$ cat src/rtl/mmio_pkg.sv
// rtl/mmio_pkg.sv - shared constants and status packing for the MMIO output FIFO
//
// Purpose: default register addresses, status-word bit positions and the
//          control-write clear bit, plus a helper that packs the status word.
// Ports:   none (package).

package mmio_pkg;

  localparam logic [31:0] DEFAULT_DATA_ADDR   = 32'h0000_0054;
  localparam logic [31:0] DEFAULT_STATUS_ADDR = 32'h0000_0058;

  localparam int ST_EMPTY    = 0;
  localparam int ST_FULL     = 1;
  localparam int ST_OVF      = 2;
  localparam int ST_CNT_LSB  = 4;
  localparam int ST_DROP_LSB = 8;

  localparam int CLR_OVF_BIT = 2;

  localparam int ST_WIDTH = 16;
  typedef logic [ST_WIDTH-1:0] status_t;

  // Bit 3 is reserved and always reads 0.
  function automatic status_t pack_status(input logic       empty,
                                          input logic       full,
                                          input logic       ovf,
                                          input logic [3:0] cnt,
                                          input logic [7:0] drop);
    status_t s;
    s                            = '0;
    s[ST_EMPTY]                  = empty;
    s[ST_FULL]                   = full;
    s[ST_OVF]                    = ovf;
    s[ST_CNT_LSB +: 4]           = cnt;
    s[ST_DROP_LSB +: 8]          = drop;
    return s;
  endfunction

endpackage

$ cat src/rtl/mmio_out_fifo_if.sv
// rtl/mmio_out_fifo_if.sv - CPU data-bus and output-stream signals of the MMIO output port
//
// Purpose: bundles the CPU store/read bus and the valid/ready output stream.
// Signals: memwrite, dataadr, writedata (CPU -> port); hit, rdata (port -> CPU read mux);
//          out_valid, out_data (port -> sink); out_ready (sink -> port).
// Modports: slave = the output port itself, master = CPU/sink side.

interface mmio_out_fifo_if #(
  parameter int N = 32
);
  logic         memwrite;
  logic [N-1:0] dataadr;
  logic [N-1:0] writedata;
  logic         hit;
  logic [N-1:0] rdata;
  logic         out_valid;
  logic [N-1:0] out_data;
  logic         out_ready;

  modport slave (
    input  memwrite, dataadr, writedata, out_ready,
    output hit, rdata, out_valid, out_data
  );

  modport master (
    output memwrite, dataadr, writedata, out_ready,
    input  hit, rdata, out_valid, out_data
  );
endinterface

$ cat src/rtl/sync_fifo.sv
// rtl/sync_fifo.sv - storage, pointers and occupancy count for the MMIO output FIFO
//
// Purpose: DEPTH-entry circular buffer; head entry is always visible on head.
// Ports:   clk, rst_n (async, active-low); push (accepted write, caller guarantees
//          room or a same-cycle pop), pop, wdata in; head, full, empty, count out.

module sync_fifo #(
  parameter int N     = 32,
  parameter int DEPTH = 8
) (
  input  logic         clk,
  input  logic         rst_n,
  input  logic         push,
  input  logic         pop,
  input  logic [N-1:0] wdata,
  output logic [N-1:0] head,
  output logic         full,
  output logic         empty,
  output logic [3:0]   count
);

  localparam int AW = $clog2(DEPTH);

  logic [N-1:0]  mem_q [DEPTH];
  logic [AW-1:0] wr_ptr_q, wr_ptr_d;
  logic [AW-1:0] rd_ptr_q, rd_ptr_d;
  logic [3:0]    count_q, count_d;

  // Power-of-two depth lets the pointers wrap by plain overflow.
  always_comb begin
    wr_ptr_d = wr_ptr_q;
    rd_ptr_d = rd_ptr_q;
    count_d  = count_q;
    if (push) wr_ptr_d = wr_ptr_q + AW'(1);
    if (pop)  rd_ptr_d = rd_ptr_q + AW'(1);
    case ({push, pop})
      2'b10:   count_d = count_q + 4'd1;
      2'b01:   count_d = count_q - 4'd1;
      default: count_d = count_q;
    endcase
  end

  always_ff @(posedge clk or negedge rst_n) begin
    if (!rst_n) begin
      wr_ptr_q <= '0;
      rd_ptr_q <= '0;
      count_q  <= '0;
    end else begin
      wr_ptr_q <= wr_ptr_d;
      rd_ptr_q <= rd_ptr_d;
      count_q  <= count_d;
    end
  end

  // Storage is deliberately not reset.
  always_ff @(posedge clk) begin
    if (push) mem_q[wr_ptr_q] <= wdata;
  end

  assign head  = mem_q[rd_ptr_q];
  assign count = count_q;
  assign empty = (count_q == 4'd0);
  assign full  = (count_q == 4'(DEPTH));

endmodule

$ cat src/rtl/mmio_out_fifo.sv
// rtl/mmio_out_fifo.sv - memory-mapped output FIFO on the MIPS data-memory bus
//
// Purpose: stores to DATA_ADDR are queued and drained over out_valid/out_ready;
//          STATUS_ADDR reads {drop_count, count, overflow, full, empty} and a
//          write with bit 2 set clears overflow and drop_count.
// Ports:   clk; reset (async, active-low); bus (slave modport): memwrite, dataadr,
//          writedata in, hit, rdata out (combinational), out_valid, out_data out,
//          out_ready in.

module mmio_out_fifo
  import mmio_pkg::*;
#(
  parameter int           N           = 32,
  parameter int           DEPTH       = 8,
  parameter logic [N-1:0] DATA_ADDR   = N'(DEFAULT_DATA_ADDR),
  parameter logic [N-1:0] STATUS_ADDR = N'(DEFAULT_STATUS_ADDR)
) (
  input  logic             clk,
  input  logic             reset,
  mmio_out_fifo_if.slave   bus
);

  logic         sel_data, sel_status;
  logic         push_req, push_acc, pop, drop, clr;
  logic         full, empty;
  logic [3:0]   count;
  logic [N-1:0] head;

  logic         overflow_q, overflow_d;
  logic [7:0]   drop_count_q, drop_count_d;

  assign sel_data   = (bus.dataadr == DATA_ADDR);
  assign sel_status = (bus.dataadr == STATUS_ADDR);

  assign push_req = bus.memwrite & sel_data;
  assign clr      = bus.memwrite & sel_status & bus.writedata[CLR_OVF_BIT];
  assign pop      = ~empty & bus.out_ready;
  // A full FIFO still takes a store when the head leaves in the same cycle.
  assign push_acc = push_req & (~full | pop);
  assign drop     = push_req & full & ~pop;

  sync_fifo #(
    .N     (N),
    .DEPTH (DEPTH)
  ) u_fifo (
    .clk   (clk),
    .rst_n (reset),
    .push  (push_acc),
    .pop   (pop),
    .wdata (bus.writedata),
    .head  (head),
    .full  (full),
    .empty (empty),
    .count (count)
  );

  // Clear takes priority over a same-cycle drop.
  always_comb begin
    overflow_d   = overflow_q;
    drop_count_d = drop_count_q;
    if (clr) begin
      overflow_d   = 1'b0;
      drop_count_d = 8'h00;
    end else if (drop) begin
      overflow_d = 1'b1;
      if (drop_count_q != 8'hFF) drop_count_d = drop_count_q + 8'd1;
    end
  end

  always_ff @(posedge clk or negedge reset) begin
    if (!reset) begin
      overflow_q   <= 1'b0;
      drop_count_q <= 8'h00;
    end else begin
      overflow_q   <= overflow_d;
      drop_count_q <= drop_count_d;
    end
  end

  assign bus.out_valid = ~empty;
  assign bus.out_data  = head;
  assign bus.hit       = sel_data | sel_status;

  // Data reads are gated by empty so uninitialised storage never leaks out.
  always_comb begin
    bus.rdata = '0;
    if (sel_data) begin
      if (!empty) bus.rdata = head;
    end else if (sel_status) begin
      bus.rdata = N'(pack_status(empty, full, overflow_q, count, drop_count_q));
    end
  end

endmodule
$ cat src/flat_wrapper.sv
// flat-port wrapper written by rule: the top's interface ports become plain ports
module mmio_out_fifo_flat import mmio_pkg::*;
#(
  parameter int           N           = 32,
  parameter int           DEPTH       = 8,
  parameter logic [N-1:0] DATA_ADDR   = N'(DEFAULT_DATA_ADDR),
  parameter logic [N-1:0] STATUS_ADDR = N'(DEFAULT_STATUS_ADDR)
)
  (clk, reset, bus_memwrite, bus_dataadr, bus_writedata, bus_out_ready, bus_hit, bus_rdata, bus_out_valid, bus_out_data);
  mmio_out_fifo_if #(.N(N)) bus_i ();
  input  logic clk;
  input  logic reset;
  input wire logic [$bits(bus_i.memwrite)-1:0] bus_memwrite;
  input wire logic [$bits(bus_i.dataadr)-1:0] bus_dataadr;
  input wire logic [$bits(bus_i.writedata)-1:0] bus_writedata;
  input wire logic [$bits(bus_i.out_ready)-1:0] bus_out_ready;
  output wire logic [$bits(bus_i.hit)-1:0] bus_hit;
  output wire logic [$bits(bus_i.rdata)-1:0] bus_rdata;
  output wire logic [$bits(bus_i.out_valid)-1:0] bus_out_valid;
  output wire logic [$bits(bus_i.out_data)-1:0] bus_out_data;
  assign bus_i.memwrite = bus_memwrite;
  assign bus_i.dataadr = bus_dataadr;
  assign bus_i.writedata = bus_writedata;
  assign bus_i.out_ready = bus_out_ready;
  assign bus_hit = bus_i.hit;
  assign bus_rdata = bus_i.rdata;
  assign bus_out_valid = bus_i.out_valid;
  assign bus_out_data = bus_i.out_data;
  mmio_out_fifo #(.N(N), .DEPTH(DEPTH), .DATA_ADDR(DATA_ADDR), .STATUS_ADDR(STATUS_ADDR)) u_core (.clk(clk), .reset(reset), .bus(bus_i));
endmodule
$ cat config.mk
export PLATFORM = sky130hd
export DESIGN_NAME = mmio_out_fifo_flat
export DESIGN_NICKNAME = d
export VERILOG_FILES = /design/src/rtl/mmio_pkg.sv /design/src/rtl/mmio_out_fifo_if.sv /design/src/rtl/sync_fifo.sv /design/src/rtl/mmio_out_fifo.sv /design/src/flat_wrapper.sv
export SDC_FILE = /design/constraint.sdc
export NUM_CORES = 1
export LEC_CHECK = 0
export BUFFER_PORTS_ARGS = -buffer_cell sky130_fd_sc_hd__buf_4
export CAP_MARGIN = 20
export CORE_MARGIN = 2
export CORE_UTILIZATION = 40
export CTS_BUF_LIST = sky130_fd_sc_hd__clkbuf_16
export CTS_CLUSTER_SIZE = 14
export DETAILED_ROUTE_END_ITERATION = 16
export GPL_TIMING_DRIVEN = 1
export PLACE_DENSITY_LB_ADDON = 0.08
export SETUP_SLACK_MARGIN = 0.1
export SYNTH_ARGS = -nofsm -noshare
export SYNTH_HDL_FRONTEND = slang
export SYNTH_SLANG_ARGS = --single-unit
$ cat constraint.sdc
create_clock -name clk -period 4.3 [get_ports clk]
set_input_delay 0.215 -clock clk [delete_from_list [all_inputs] [get_ports clk]]
set_output_delay 0.215 -clock clk [all_outputs]
set_load 0.005 [all_outputs]
==> results of run 1 <==
-- power breakdown --
group | total, uW | switching, uW | internal (uW)
clock | 2520 | 990 | 1530
combinational | 115 | 52.0 | 62.9
sequential | 2920 | 0.00478 | 2920
-- final cells by class --
class,instances,area (um2)
Sequential cell,275,8170
Tap cell,378,473
Inverter,18,67.6
Clock buffer,29,726
Timing Repair Buffer,187,1510
Multi-Input combinational cell,248,2830
Clock inverter,25,256
Fill cell,2329,13600
-- cells by family (layout without fill, tap and decap cells) --
logic type	after synthesis	after routing
compound gates	26	26
xor+xnor	12	12
fa+ha+maj	4	4
buf+inv	46	259
flops	275	275
mux	101	101
simple gates	105	105
-- how the worst min path moves through the flow --
stage | start | end | slack (ns) | cells past startpoint
floorplan | reset | u_core.drop_count_q[0] | -0.08 | 0
global placement | reset | u_core.drop_count_q[2] | 0.11 | 1
detailed placement | reset | u_core.drop_count_q[2] | 0.11 | 1
CTS | reset | u_core.drop_count_q[0] | 0.09 | 2
global route | reset | u_core.drop_count_q[2] | 0.11 | 2
finish | reset | u_core.drop_count_q[2] | 0.09 | 2
-- metrics by stage --
step | power (uW) | util (%) | hold slack (ns) | worst slack [ns]
2_1_floorplan | 2990 | - | -0.0806 | 0.213
3_3_place_gp | 3070 | 46.0 | 0.112 | 1.27
3_5_place_dp | 3070 | 46.0 | 0.114 | 1.09
4_1_cts | 5620 | 50.8 | 0.0898 | 1.17
5_1_grt | 5740 | 50.8 | 0.111 | 1.09
6_report | 5550 | 50.8 | 0.0920 | 1.26
-- state kept, by name, summed over array words and instances, names as in the netlist --
| signal | flops |
|---|---|
| u_core.overflow_q | 1 |
| u_core.u_fifo.mem_q | 256 |
| u_core.drop_count_q | 8 |
| u_core.u_fifo.count | 4 |
| u_core.u_fifo.wr_ptr_q | 3 |
| u_core.u_fifo.rd_ptr_q | 3 |
-- timing repair --
action / in CTS / in global routing
hold buffers: 34 / 0
endpoints found under the hold margin: 276 / 0
setup endpoints to repair: 0 / 0
resized for setup: 0 / 0
setup buffers: 0 / 0
-- per-layer routing --
metal / wire, um / GRT usage, %
met5: 0 / 0
met4: 464 / 4.38
met3: 1250 / 2.31
met2: 12000 / 29.3
met1: 10900 / 23.0
-- cells in the mapped netlist, drive strengths merged, types with 12 or more instances --
| library cell | number | share of area, % |
|---|---|---|
| buf | 13 | 0.63 |
| nor4 | 13 | 0.79 |
| mux4 | 64 | 13 |
| o21ai | 12 | 0.54 |
| mux2i | 15 | 1.3 |
| dfrtp | 19 | 4.3 |
| inv | 18 | 0.61 |
| mux2 | 22 | 2.2 |
| nor2 | 13 | 0.44 |
| nand2 | 20 | 0.67 |
| clkbuf | 15 | 0.51 |
| nor2b | 20 | 1.1 |
| edfxtp | 256 | 69 |
==> flow_summary.toml, run 1 <==
[critical_path]
critPathKind = "register to output pin"
worstPathCellList = "mux4_2, mux2_2, inv_1, o22ai_1, buf_4"
cp.arrival_ns = 2.82
reg2reg_to = "u_core.u_fifo.count[2]"
worstPathRequired_ns = 4.09
rrSetupSlack_ns = 1.75
cp.depth = 5
path_buf_inv = 2
end_kind = "output pin"
start_kind = "register"
cp_top_family = "flip-flops"
reg2reg_depth = 8
worstSetupStartpoint = "u_core.u_fifo.rd_ptr_q[1]"
critPathSlowestCell = "dfrtp_4"
worstSetupEndpoint = "bus_rdata[1]"
critPathMaxStageDelay_ns = 1.14
r2r_start = "u_core.u_fifo.count[2]"
path_max_fanout = 66

[pwr]
power_density_mw_per_mm2 = 396
peakVddDrop_mv = 0.333
p_leak_uw = 0.00475

[die]
start_util_pct = 40.3
die_h_um = 171
die_area_mm2 = 0.0292
rows = 61
num_io_pins = 134
core_area_mm2 = 0.0276
dieWidth_um = 171

[yosys]
ys_seq_area_share_pct = 73.3
yosys.area_share.simple_pct = 5.44
synth_edf_count = 256
synth_flop_cell = "edfxtp_1"
avgSynthCellArea_um2 = 19.6
synth_area_mm2 = 0.0111
synthArstFlopShare_pct = 6.91
synth_adder_area_share_pct = 0.450
syn_inst = 569
synthMuxAreaShare_pct = 16.5
synthXorXnorAreaFrac_pct = 0.944
yosys_warnings = 0
synth_compound_gate_area_share_pct = 1.57
synth-seq-cells = 275
synth_top_family_by_area = "multiplexers"
syn-num-nets = 641
synth_cell_type_count = 41

[drt]
via_per_inst = 5.20
post_drt_wl_per_cell_um = 21.2
drc = 0
dr.pass1.iters = 4
drt_iter0_drc = 242
num_vias = 6035
routed_wl_um = 24600
drtAntennaViolNets = 0

[cells_and_area]
final_common_cell = "edfxtp_1"
num-nets-final = 831
drive_above_1_share_pct = 39.0
antenna_cells = 0
syn_to_final_growth_pct = 26.1
final_cells = 1160
fin_area_mm2 = 0.0140
layout_common_cells = "256 x edfxtp_1, 151 x buf_4, 64 x mux4_2"

[clock_tree]
numCtsBuffers = 29
path_clk_slew_ns = 0.07
clock_path_buffers = 3
cts_tree = "built"
root_buffer = "clkbuf_16"
htreeDepth = 1
cts_sinks = 275
clock_latency_ns = 0.54

[place]
placed_cell_area_mm2 = 0.0127
io_buffers = 133
globalplace.congestion = 0.762
dp_cells = 1072
hpwl_um = 14900

[global_route]
grt_pass1_vias = 6452
grt_usage_pct = 17.0
grt_max_degree = 67
gr-total-overflow = 0
antenna_found_initial = 0
grt_pass1_wl_um = 37400

[sta]
setup_viol = 0
fin_skew_ns = 0.0119
fmax_mhz = 329
finalCritPeriodShare_pct = 70.7
tns_ns = 0
slew_violations = 0
period_needed_ns = 3.04
finalHoldViolCount = 0
tightest_slew_ns = 1.08
rsz0062_at_grt = "no"
slew_headroom_pct = 27.8

[flow_run]
cap_violations = 0

[min_path]
hold_class = "input pin to asynchronous set/reset pin"

[status]
status = "complete, no violations"
Power figures use the tool's default switching activity.
==> run 2: changes to the inputs <==
--- a/config.mk
+++ b/config.mk
@@ -5,6 +5,7 @@
 export SDC_FILE = /design/constraint.sdc
 export NUM_CORES = 1
 export LEC_CHECK = 0
+export ABC_AREA = 1
 export BUFFER_PORTS_ARGS = -buffer_cell sky130_fd_sc_hd__buf_4
 export CAP_MARGIN = 20
 export CORE_MARGIN = 2
==> constraint.sdc (replaced) <==
create_clock -name clk -period 3 [get_ports clk]
set_input_delay 0.15 -clock clk [delete_from_list [all_inputs] [get_ports clk]]
set_output_delay 0.15 -clock clk [all_outputs]
set_load 0.005 [all_outputs]
==> run 2 against run 1 <==
Largest cell class unchanged. Worst hold slack worse by 0.058 ns. Non-clock buffer count up 7. Cell count is 34% higher. Count of clock-buffer cells in the layout up 2. Critical path type unchanged. Synthesized cell count up 70%.
==> flow_summary.toml, run 2 <==
[cells_and_area]
fillerInstances = 2558
largest_reg_flops = 256
largest_register = "u_core.u_fifo.mem_q"
final_common_cell = "edfxtp_1"
layout_common_cells = "256 x edfxtp_1, 188 x nor2_1, 150 x buf_4"
fin_area_mm2 = 0.0146
antenna_cells = 0
num-nets-final = 1215
drive_above_1_share_pct = 24.6
final_cells = 1551
syn_to_final_growth_pct = 25.7

[pwr]
peakVddDrop_mv = 0.520
finalPower_uw = 12100
p_leak_uw = 0.00541
power_density_mw_per_mm2 = 828

[place]
globalplace.congestion = 0.783
dp_cells = 1460
io_buffers = 133
hpwl_um = 16300
placed_cell_area_mm2 = 0.0132

[die]
start_util_pct = 40.6
rows = 62
num_io_pins = 134
core_area_mm2 = 0.0287
dieWidth_um = 175
die_area_mm2 = 0.0305
die_h_um = 175

[sta]
tns_ns = 0
finalCritPeriodShare_pct = 91.6
finalHoldViolCount = 0
setup_viol = 0
slew_violations = 0
tightest_slew_ns = 0.589
rsz0062_at_grt = "yes"
fin_skew_ns = 0.0205
slew_headroom_pct = 60.7
period_needed_ns = 2.75
fmax_mhz = 364

[drt]
dr.pass1.iters = 5
drt_iter0_drc = 476
drc = 0
drtAntennaViolNets = 0
routed_wl_um = 28000
post_drt_wl_per_cell_um = 18.0
num_vias = 7829
via_per_inst = 5.05

[critical_path]
cp.arrival_ns = 2.60
end_kind = "output pin"
worstPathRequired_ns = 2.85
path_max_fanout = 47
critPathMaxStageDelay_ns = 0.50
timing.critical_path.mode_cell = "buf_4"
critPathKind = "register to output pin"
path_buf_inv = 4
start_kind = "register"
worstPathCellList = "clkinv_2, buf_12, buf_4, o21ai_0, o22ai_1, nand2_1, a21oi_1, buf_4"
cp_top_family = "buffers and inverters"
critPathSlowestCell = "dfrtp_4"

[yosys]
syn-num-nets = 1041
avgSynthCellArea_um2 = 12.0
syn_inst = 969
synthArstFlopShare_pct = 6.91
ys_seq_area_share_pct = 70.1
ys_top_cells_by_count = "256 x edfxtp_1, 192 x nor2_1, 124 x o21ai_0"
synth-seq-cells = 275
synth_cell_type_count = 41
yosys.cell_count.top_type = "edfxtp_1"
synth_top_area_share_pct = 66.0
synth_area_mm2 = 0.0117
yosys-top-cells-area = "edfxtp_1 66%, nor2_1 6.2%, o21ai_0 5.3%"
yosys.area.top_type = "edfxtp_1"
yosys_warnings = 0
synth_edf_count = 256
synth_flop_cell = "edfxtp_1"

[global_route]
grt_pass1_wl_um = 43900
grt_usage_pct = 18.2
gr-total-overflow = 0
antenna_found_initial = 0
grt_max_degree = 131
grt_pass1_vias = 7623

[clock_tree]
clock_path_buffers = 3
htreeDepth = 1
root_buffer = "clkbuf_16"
numCtsBuffers = 30
cts_tree = "built"
cts_sinks = 275
post_cts_buffers = 0
path_clk_slew_ns = 0.06
clock_latency_ns = 0.55

[status]
status = "complete, no violations"

[flow_run]
cap_violations = 0

[min_path]
hold_class = "input pin to asynchronous set/reset pin"
-- run 2: cell count changes after synthesis, moves of 20 or more --
cell | previous run | this run
mux2_2 | 22 | 0
o22ai_1 | 4 | 50
o21ai_1 | 0 | 21
nor2_1 | 13 | 192
mux4_2 | 64 | 0
o21ai_0 | 12 | 124
nand2_1 | 20 | 95
nor2b_1 | 20 | 0
-- run 2: where the power goes --
group,leakage (uW),switching (uW),internal [uW]
clock network,0.000519,1470,2300
logic,0.00236,2550,1500
registers,0.00253,64.0,4240
total,0.00541,4080,8040
-- run 2: kinds of logic (layout without fill, tap and decap cells) --
family                     Yosys count  after routing  synth area share, %
DFF                                275            275                 70.1
adders and majority gates            4              4                0.430
xor gates and xnor gates             8              8                0.666
AOI/OAI and AO/OA                  239            239                 11.6
and+or+nand+nor                    344            344                 13.6
buffers and inverters               99            297                 3.66
-- run 2: timing repair --
| action | CTS | global route |
|---|---|---|
| hold endpoints to repair | 276 | 0 |
| hold buffers | 35 | 0 |
| endpoints found under the setup margin | 0 | 20 |
| gates resized for setup | 0 | 8 |
-- run 2: routing by layer --
layer	wire (um)	vias up	share of wire (%)	global-route usage (%)
met5	0	-	0	0
met2	12900	173	46	29.4
met1	13400	3816	48	26.4
met4	397	0	1.4	3.99
met3	1240	34	4.4	2.59
li1	-	3806	-	-
-- run 2: path summary, 6_finish.rpt --
check,to,slack (ns),start,depth (start not counted)
worst max-delay path,bus_rdata[31],0.25,u_core.u_fifo.rd_ptr_q[0],8
worst min-delay path,u_core.u_fifo.count[2],0.03,reset,2
worst max register to register,u_core.u_fifo.mem_q[6][25],0.75,u_core.u_fifo.count[1],10
worst min register to register,u_core.overflow_q,0.53,u_core.overflow_q,2
max in group asynchronous,u_core.u_fifo.rd_ptr_q[0],2.70,reset,2
min in group clk,u_core.drop_count_q[1],0.07,bus_out_ready,6
-- run 2: per-stage QoR --
| stage | util (%) | setup slack (ns) | hold WS (ns) |
|---|---|---|---|
| floorplan | - | 0.224 | -0.146 |
| detailed placement | 46.1 | 0.600 | 0.0583 |
| global placement | 46.1 | 0.609 | 0.0590 |
| CTS | 50.9 | 0.146 | 0.0267 |
| global route | 51.0 | 0.0311 | 0.0506 |
| finish | 51.0 | 0.252 | 0.0341 |
-- run 2: layout make-up --
class	count	area [um2]	area share [%]
Inverter	47	183	1.25
Clock buffer	31	776	5.30
Sequential cell	275	8170	55.8
Timing Repair Buffer	194	1660	11.3
Multi-Input combinational cell	595	3140	21.4
Tap cell	384	480	3.28
Clock inverter	25	249	1.70
==> run 3: changes to the inputs <==
--- a/config.mk
+++ b/config.mk
@@ -5,10 +5,8 @@
 export SDC_FILE = /design/constraint.sdc
 export NUM_CORES = 1
 export LEC_CHECK = 0
-export ABC_AREA = 1
 export BUFFER_PORTS_ARGS = -buffer_cell sky130_fd_sc_hd__buf_4
 export CAP_MARGIN = 20
-export CORE_MARGIN = 2
 export CORE_UTILIZATION = 40
 export CTS_BUF_LIST = sky130_fd_sc_hd__clkbuf_16
 export CTS_CLUSTER_SIZE = 14
==> run 3 against run 2 <==
Clock skew is 0.0027 ns lower. Flip-flop and latch count stayed put. Via count is 23% lower. Cell count is 25% lower.
==> flow_summary.toml, run 3 (synthesis results as in run 1) <==
[pwr]
peakVddDrop_mv = 0.374
p_sw_uw = 1480
finalPower_uw = 7670
power_density_mw_per_mm2 = 543
p_seq_share_pct = 54.6
swShare_pct = 19.2
p_clk_share_pct = 43.3
p_leak_uw = 0.00479
cellInternalPower_uw = 6200
comb_power_share_pct = 2.2

[place]
hpwl_um = 15400
io_buffers = 133
place_ws_ns = 0.269
globalplace.congestion = 0.735
placed_cell_area_mm2 = 0.0129

[cells_and_area]
register_area_mm2 = 0.00817
drive_above_1_share_pct = 39.2
fin_util_pct = 52.1
layout_common_cells = "256 x edfxtp_1, 158 x buf_4, 64 x mux4_2"
num-nets-final = 843
fillerInstances = 2184
fin_area_mm2 = 0.0141
syn_to_final_growth_pct = 26.8
largest_reg_flops = 256
final_common_cell = "edfxtp_1"
multi_input_area_mm2 = 0.00286
antenna_cells = 0
largest_register = "u_core.u_fifo.mem_q"

[die]
rows = 60
die_h_um = 169
die_area_mm2 = 0.0285
core_area_mm2 = 0.0271
start_util_pct = 41.1
dieWidth_um = 169
num_io_pins = 134

[drt]
routed_wl_um = 24700
top_layer = "met4"
wl_met2_um = 12300
drt_iter0_drc = 396
met1_length_um = 10600
drtAntennaViolNets = 0
drc = 0
dr.pass1.iters = 4
num_vias = 6020
post_drt_wl_per_cell_um = 21.3
via_per_inst = 5.18
dr_wl_met3_um = 1470

[clock_tree]
clock_path_buffers = 3
htreeDepth = 1
path_clk_slew_ns = 0.07
cts_tree = "built"
cts_sinks = 275
numCtsBuffers = 29
root_buffer = "clkbuf_16"
clock_latency_ns = 0.55

[sta]
rsz0062_at_grt = "no"
fmax_mhz = 365
finalCritPeriodShare_pct = 91.3
slew_violations = 0
setup_viol = 0
tightest_slew_ns = 0.631
fin_skew_ns = 0.0178
slew_headroom_pct = 57.9
period_needed_ns = 2.74
finalHoldViolCount = 0
fin_ws_ns = 0.260

[critical_path]
rrSetupSlack_ns = 0.80
reg2reg_depth = 4
critPathKind = "register to output pin"
worstPathRequired_ns = 2.85
path_max_fanout = 24
cp.depth = 5
cp.arrival_ns = 2.59
start_kind = "register"
worstPathCellList = "buf_12, mux4_2, mux2i_1, o21ai_0, buf_4"
critPathMaxStageDelay_ns = 0.53
end_kind = "output pin"
cp_top_family = "multiplexers"
critPathSlowestCell = "dfrtp_4"
path_buf_inv = 2

[status]
status = "complete, no violations"

[global_route]
grt_usage_pct = 17.4
grt_pass1_wl_um = 37000
gr-total-overflow = 0
antenna_found_initial = 0
grt_max_degree = 25
grt_pass1_vias = 6300

[flow_run]
cap_violations = 0

[min_path]
hold_class = "input pin to asynchronous set/reset pin"
-- run 3: cell count changes in the layout (fill, tap and decap cells not counted), moves of 20 or more --
cell     change
nor2_1     -178
o21ai_0    -112
nand2_1     -75
mux4_2      +64
o22ai_1     -46
mux2_2      +22
o21ai_1     -21
nor2b_1     +20
-- run 3: what timing repair did --
item,4_1_cts,5_1_grt
endpoints found under the setup margin,1,6
hold buffers,34,0
hold endpoints to repair,277,0
buffers inserted,1,0
resized for setup,0,2
-- run 3: path summary, 6_finish.rpt --
kind / from / endpoint
setup / recovery: u_core.u_fifo.rd_ptr_q[0] / bus_rdata[13]
hold / removal: reset / u_core.drop_count_q[6]
setup reg to reg: u_core.u_fifo.count[2] / u_core.drop_count_q[3]
hold reg to reg: u_core.overflow_q / u_core.overflow_q
max in group asynchronous: reset / u_core.u_fifo.rd_ptr_q[0]
min in group clk: bus_memwrite / u_core.drop_count_q[4]
-- run 3: per-layer routing --
metal,vias to the layer above,GRT usage [%]
met5,-,0
li1,2709,-
met2,189,30.6
met1,3092,23.3
met4,0,3.20
met3,30,2.48
-- run 3: final cells by class --
| cell class | instances | area share [%] |
|---|---|---|
| Multi-Input combinational cell | 248 | 20.3 |
| Inverter | 18 | 0.479 |
| Clock buffer | 29 | 5.14 |
| Tap cell | 372 | 3.30 |
| Timing Repair Buffer | 199 | 11.8 |
| Sequential cell | 275 | 57.9 |
| Clock inverter | 22 | 1.13 |
-- run 3: power groups by stage --
stage / Combinational [uW] / Sequential (uW) / Clock, uW
3_3_place_gp: 124 / 4270 / 0
3_5_place_dp: 131 / 4270 / 0
6_report: 165 / 4190 / 3320
2_1_floorplan: 8.51 / 4270 / 0
5_1_grt: 180 / 4190 / 3530
4_1_cts: 167 / 4190 / 3400
-- run 3: through the flow --
stage | TNS (ns) | hold WS, ns | std cells
2_1_floorplan | -17.03 | -0.146 | 569
3_3_place_gp | 0 | 0.0421 | 1077
3_5_place_dp | 0 | 0.0464 | 1077
4_1_cts | 0 | 0.0245 | 1163
5_1_grt | 0 | 0.0453 | 1163
6_report | 0 | 0.0198 | 1163
